===== src/rtl/pmp_access_gate.sv =====
// pmp_access_gate: single-outstanding load/store gate in front of data memory.
// Each request is checked against the combinational PMP checker. Granted
// requests go to memory over valid/ready, and denied ones return as faults.
// Every fault is recorded in the trap-info registers (addr/cause/count).
// Optional macro PMP_ACCESS_GATE_TIMEOUT_EN adds a memory-response timeout
// (MEM_TIMEOUT cycles) that faults with cause 2'b11.
module pmp_access_gate #(
   parameter int ADDR_W      = 8,
   parameter int DATA_W      = 32,
   parameter int MEM_TIMEOUT = 15
) (
   input  logic              clk,
   input  logic              rst_n,
   input  logic              req_valid,
   output logic              req_ready,
   input  logic [ADDR_W-1:0] req_addr,
   input  logic              req_rd,
   input  logic              req_wr,
   input  logic [DATA_W-1:0] req_wdata,
   output logic [ADDR_W-1:0] pmp_addr,
   output logic              pmp_rd,
   output logic              pmp_wr,
   input  logic              pmp_granted,
   output logic              mem_valid,
   input  logic              mem_ready,
   output logic [ADDR_W-1:0] mem_addr,
   output logic              mem_we,
   output logic [DATA_W-1:0] mem_wdata,
   input  logic [DATA_W-1:0] mem_rdata,
   output logic              rsp_valid,
   input  logic              rsp_ready,
   output logic [DATA_W-1:0] rsp_rdata,
   output logic              rsp_fault,
   output logic              fault_pending,
   output logic [ADDR_W-1:0] fault_addr,
   output logic [1:0]        fault_cause,
   input  logic              fault_clr,
   output logic [7:0]        fault_count
);

   if (MEM_TIMEOUT < 1 || MEM_TIMEOUT > 255) begin : g_bad_timeout
      $error("pmp_access_gate: MEM_TIMEOUT must be in 1..255");
   end

   typedef enum logic [1:0] {IDLE, CHECK, MEM, RESP} state_e;

   state_e            state_q, state_d;
   logic [ADDR_W-1:0] addr_q, addr_d;
   logic              rd_q, rd_d;
   logic              wr_q, wr_d;
   logic [DATA_W-1:0] wdata_q, wdata_d;
   logic [DATA_W-1:0] rdata_q, rdata_d;
   logic              rsp_fault_q, rsp_fault_d;
   logic              fault_pending_q, fault_pending_d;
   logic [ADDR_W-1:0] fault_addr_q, fault_addr_d;
   logic [1:0]        fault_cause_q, fault_cause_d;
   logic [7:0]        fault_count_q, fault_count_d;
   logic              new_fault;
   logic [1:0]        new_cause;
`ifdef PMP_ACCESS_GATE_TIMEOUT_EN
   localparam logic [7:0] TMO_LAST = 8'(MEM_TIMEOUT - 1);
   logic [7:0]        tmo_q, tmo_d;
`endif

   // Request sequencing: latch in IDLE, check, access memory, hold response.
   always_comb begin
      state_d     = state_q;
      addr_d      = addr_q;
      rd_d        = rd_q;
      wr_d        = wr_q;
      wdata_d     = wdata_q;
      rdata_d     = rdata_q;
      rsp_fault_d = rsp_fault_q;
      new_fault   = 1'b0;
      new_cause   = 2'b00;
`ifdef PMP_ACCESS_GATE_TIMEOUT_EN
      tmo_d       = tmo_q;
`endif
      case (state_q)
         IDLE: begin
            if (req_valid) begin
               addr_d      = req_addr;
               rd_d        = req_rd;
               wr_d        = req_wr;
               wdata_d     = req_wdata;
               rdata_d     = '0;
               rsp_fault_d = 1'b0;
               // An access with neither rd nor wr is a no-op: answer directly.
               state_d     = (req_rd | req_wr) ? CHECK : RESP;
            end
         end
         CHECK: begin
            if (pmp_granted) begin
               state_d = MEM;
`ifdef PMP_ACCESS_GATE_TIMEOUT_EN
               tmo_d   = '0;
`endif
            end else begin
               state_d     = RESP;
               rsp_fault_d = 1'b1;
               new_fault   = 1'b1;
               new_cause   = wr_q ? 2'b10 : 2'b01;
            end
         end
         MEM: begin
            if (mem_ready) begin
               // rd&wr is performed as a write, so only pure reads return data.
               rdata_d = (rd_q & ~wr_q) ? mem_rdata : '0;
               state_d = RESP;
            end
`ifdef PMP_ACCESS_GATE_TIMEOUT_EN
            else if (tmo_q == TMO_LAST) begin
               state_d     = RESP;
               rsp_fault_d = 1'b1;
               new_fault   = 1'b1;
               new_cause   = 2'b11;
            end else begin
               tmo_d = tmo_q + 8'd1;
            end
`endif
         end
         RESP: begin
            if (rsp_ready) state_d = IDLE;
         end
         default: state_d = IDLE;
      endcase
   end

   // Trap info: a fault raised this cycle wins over a simultaneous clear.
   always_comb begin
      fault_pending_d = fault_pending_q;
      fault_addr_d    = fault_addr_q;
      fault_cause_d   = fault_cause_q;
      fault_count_d   = fault_count_q;
      if (new_fault) begin
         fault_pending_d = 1'b1;
         fault_addr_d    = addr_q;
         fault_cause_d   = new_cause;
         if (fault_clr)                 fault_count_d = 8'd1;
         else if (fault_count_q != 8'hFF) fault_count_d = fault_count_q + 8'd1;
      end else if (fault_clr) begin
         fault_pending_d = 1'b0;
         fault_count_d   = 8'd0;
      end
   end

   // State and datapath registers.
   always_ff @(posedge clk or negedge rst_n) begin
      if (!rst_n) begin
         state_q         <= IDLE;
         addr_q          <= '0;
         rd_q            <= 1'b0;
         wr_q            <= 1'b0;
         wdata_q         <= '0;
         rdata_q         <= '0;
         rsp_fault_q     <= 1'b0;
         fault_pending_q <= 1'b0;
         fault_addr_q    <= '0;
         fault_cause_q   <= 2'b00;
         fault_count_q   <= 8'd0;
`ifdef PMP_ACCESS_GATE_TIMEOUT_EN
         tmo_q           <= 8'd0;
`endif
      end else begin
         state_q         <= state_d;
         addr_q          <= addr_d;
         rd_q            <= rd_d;
         wr_q            <= wr_d;
         wdata_q         <= wdata_d;
         rdata_q         <= rdata_d;
         rsp_fault_q     <= rsp_fault_d;
         fault_pending_q <= fault_pending_d;
         fault_addr_q    <= fault_addr_d;
         fault_cause_q   <= fault_cause_d;
         fault_count_q   <= fault_count_d;
`ifdef PMP_ACCESS_GATE_TIMEOUT_EN
         tmo_q           <= tmo_d;
`endif
      end
   end

   // Outputs decode directly from state so reset drops valids asynchronously.
   always_comb begin
      req_ready     = (state_q == IDLE);
      pmp_addr      = addr_q;
      pmp_rd        = (state_q == CHECK) & rd_q;
      pmp_wr        = (state_q == CHECK) & wr_q;
      mem_valid     = (state_q == MEM);
      mem_addr      = addr_q;
      mem_we        = wr_q;
      mem_wdata     = wdata_q;
      rsp_valid     = (state_q == RESP);
      rsp_rdata     = rdata_q;
      rsp_fault     = rsp_fault_q;
      fault_pending = fault_pending_q;
      fault_addr    = fault_addr_q;
      fault_cause   = fault_cause_q;
      fault_count   = fault_count_q;
   end

endmodule


===== config.mk =====
export PLATFORM = sky130hd
export DESIGN_NAME = pmp_access_gate
export DESIGN_NICKNAME = d
export VERILOG_FILES = /design/src/rtl/pmp_access_gate.sv
export SDC_FILE = /design/constraint.sdc
export NUM_CORES = 1
export LEC_CHECK = 0
export BUFFER_PORTS_ARGS = -buffer_cell sky130_fd_sc_hd__buf_2
export CAP_MARGIN = 10
export CELL_PAD_IN_SITES_DETAIL_PLACEMENT = 1
export CELL_PAD_IN_SITES_GLOBAL_PLACEMENT = 2
export CORE_MARGIN = 4
export CORE_UTILIZATION = 27
export CTS_BUF_LIST = sky130_fd_sc_hd__clkbuf_16
export DETAILED_ROUTE_END_ITERATION = 16
export PLACE_DENSITY_LB_ADDON = 0.12
export SYNTH_ARGS = -nofsm -noshare
export SYNTH_HDL_FRONTEND = slang
export SYNTH_SLANG_ARGS = --single-unit

===== constraint.sdc =====
create_clock -name clk -period 2.4 [get_ports clk]
set_clock_uncertainty 0.15 [all_clocks]
set_input_delay 0.12 -clock clk [delete_from_list [all_inputs] [get_ports clk]]
set_output_delay 0.12 -clock clk [all_outputs]
set_load 0.01 [all_outputs]

==> summary.md <==
| Metric | Value |
|---|---|
| Status | `finished clean` |
| WP data required | `2.52 ns` |
| Crit path DAT | `2.08 ns` |
| Final net count | `702` |
| Drt pass-1 iters | `4` |
| Final Cycle Share | `0.819` |
| Cts repair resizes | `0` |
| Net count after synthesis | `446` |
| Pwr/cell area | `1090 nW/um^2` |
| Worst r2r path cells | `6` |
| CP Launch Type | `register` |
| Max_cap viols | `0` |
| Layout area overhead | `55.7%` |
| Final Max Slew Viols | `0` |
| Worst-case clock buffer depth | `2` |
| CTS tree | `built` |
| Via count | `3,512` |
| Util after Layout | `0.437` |
| Antenna Nets Post-Route | `0` |
| Synth Instances | `359` |
| Die Width | `129 um` |
| PortBufs | `186` |
| Hold/Removal Path Class | `in2reg` |
| GRT Residual Overflow | `0` |
| Fraction of layout cells with a size suffix above 1 | `0.410` |
| Leakage | `0.00306 uW` |
| Crit path max fanout | `6` |
| H-tree depth | `3` |
| Drt total wl | `12.4 mm` |
| FILL cells | `1,598` |
| Fmax | `509 MHz` |
| Setup Buffers After CTS | `0` |
| Worst setup path end | `fault_count[5]` |
| Initial antenna violation count | `0` |
| First-pass GRT wire length | `20.4 mm` |
| Final setup vio count | `0` |
| Avg WL per Cell | `15.5 um` |
| Total GRT Usage | `0.155` |
| Number of global-route vias before repair | `3,841` |
| Post-Syn Area | `3950 um^2` |
| Final Hold Viols | `0` |
| Setup TNS | `0 ns` |
| Period minus WS final | `1.96 ns` |
| Clk slew on worst S/H paths | `0.07 ns` |
| Synth Warn # | `0` |
| Post-synthesis cell type count | `28` |
| Syn avg cell area | `11.0 um^2` |
| Total CTS buffers | `9` |
| Core Area | `14,100 um^2` |
| Die Height | `129 um` |
| Critical path's slowest cell | `dfrtp_1` |
| CP cell instances | `inv_1, ha_1, nand2b_1, or2_4, or4_1, a21oi_1` |
| Critical Path End Type | `register` |
| Critical path launch point | `state_q[1]` |
| Peak VDD IR | `0.000543 V` |
| Clk Latency, worst-skew pair | `0.34 ns` |
| Num rows | `43` |
| Via density | `4.38` |
| Critical path class | `reg2reg` |
| FF-to-FF End | `fault_count[5]` |
| Setup slack, reg-to-reg | `0.44 ns` |
| Worst reg2reg startpoint | `state_q[1]` |
| Hpwl dp | `8.60 mm` |
| Root Buffer | `clkbuf_16` |
| Ports | `187` |
| Worst slew pin tran | `0.557 ns` |
| Drt drc | `0` |
| Largest net degree at the start of global routing | `65` |
| Clock sink count | `96` |
| Initial DRC Count | `106` |
| Final Wtd Congestion | `0.704` |
| Relative slew margins | `0.628` |
| Hold buffers post-CTS | `77` |
| Die area | `16,600 um^2` |
| Delay of the slowest critical-path stage | `0.42 ns` |
| Synth Register Bits | `96` |
| Sequential share of the synthesized area | `0.608` |
| Unrepaired setup endpoints after global routing | `no` |
| Starting density of the core | `0.280` |
==> placed cells by master (no fill, tap or decap), types with 4 or more instances in the layout <==
master,instances
nand2_1,99
nand3_1,4
buf_12,4
nand2b_1,4
dfrtp_1,96
nor2_1,10
mux2i_1,4
ha_1,6
o21ai_0,37
a21oi_1,4
buf_2,185
mux2_2,42
buf_4,4
clkbuf_16,9
nor3_1,4
dlygate4sd3_1,77
inv_1,5
==> worst min-delay path by stage <==
stage	endpoint	slack [ns]	cells past startpoint	from
after floorplan	fault_addr[0]	-0.33	0	rst_n
after CTS	rsp_fault	0.09	4	req_valid
after global routing	rsp_fault	0.15	4	req_valid
after detailed placement	rsp_rdata[2]	0.004	1	rst_n
after global placement	rsp_rdata[2]	0.002	1	rst_n
final	rsp_fault	0.11	4	req_valid
==> worst max-delay path: cells and delay by family (launching register included) <==
family / cells / cell delay (ns)
buffers and inverters: 1 / 0.11
AO/OA/AOI/OAI: 1 / 0.17
AND/OR/NAND/NOR: 3 / 0.76
flip-flops: 1 / 0.42
adder cells (fa/ha/maj): 1 / 0.27
==> Yosys cell counts <==
cell type    n  area share
nand3b_1     1      0.0019
nand2_1    100       0.095
a21oi_1      4      0.0051
and2_1       3      0.0047
buf_1        1     0.00095
nor3_1       4      0.0051
xor2_1       1      0.0022
dfrtp_1     96        0.61
nor2_1      11       0.010
or3_1        1      0.0016
nand4_1      1      0.0016
or4_1        1      0.0019
o31ai_1      3      0.0057
inv_1        5      0.0047
and3b_1      1      0.0022
o311ai_0     1      0.0022
nand3_1      4      0.0051
o211ai_1     2      0.0038
buf_4        8       0.015
and2b_1      1      0.0019
buf_6        1      0.0028
mux2_2      42        0.12
mux2i_1      4       0.010
or2_4        1      0.0022
o21ai_0     37       0.047
nand2b_1     4      0.0063
clkbuf_1    15       0.014
ha_1         6       0.019
==> power breakdown <==
| group | switching, uW | internal [uW] |
|---|---|---|
| Clock | 638 | 808 |
| Combinational | 1450 | 1230 |
| Sequential | 364 | 2210 |
==> per-layer routing <==
| metal | GRT usage | part of all wire |
|---|---|---|
| met1 | 0.190 | 0.42 |
| met2 | 0.260 | 0.49 |
| met3 | 0.0433 | 0.070 |
| met4 | 0.0587 | 0.016 |
| met5 | 0 | 0 |
==> layout make-up <==
class | instances | area [um^2] | area share
sequential | 96 | 2400 | 0.390
clock inverter | 7 | 70.1 | 0.0114
antenna | 1 | 2.50 | 0.000406
inverter | 5 | 18.8 | 0.00305
timing repair buffer | 270 | 1810 | 0.293
multi-input combinational | 233 | 1410 | 0.228
clock buffer | 9 | 225 | 0.0366
tap | 180 | 225 | 0.0366
==> cell families (layout without fill, tap and decap cells) <==
logic type / Yosys count / after routing / share of synthesized area
flops: 96 / 96 / 0.608
other cells: 0 / 1 / 0
simple gates: 133 / 133 / 0.140
compound gates: 47 / 47 / 0.0636
xor+xnor: 1 / 1 / 0.00222
buf+inv: 30 / 291 / 0.0380
fa+ha+maj: 6 / 6 / 0.0190
mux: 46 / 46 / 0.130
==> flip-flops by register name, summed over array words and instances (netlist names) <==
name and count:
rsp_fault 1, rsp_rdata 32, fault_pending 1, mem_we 1, fault_cause 2, mem_wdata 32
fault_addr 8, fault_count 8, rd_q 1, state_q 2, mem_addr 8
==> through the flow <==
step	instance area (um^2)	instances	setup WS, ns	total power [uW]	hold slack, ns
final	6160	801	0.435	6700	0.106
after global routing	6150	800	0.256	7220	0.154
after CTS	6150	800	0.402	6850	0.0895
after detailed placement	5090	707	0.426	5260	0.00399
after global placement	5090	707	0.499	5170	0.00168
after floorplan	3950	359	0.500	4080	-0.326
Power figures use the tool's default switching activity.
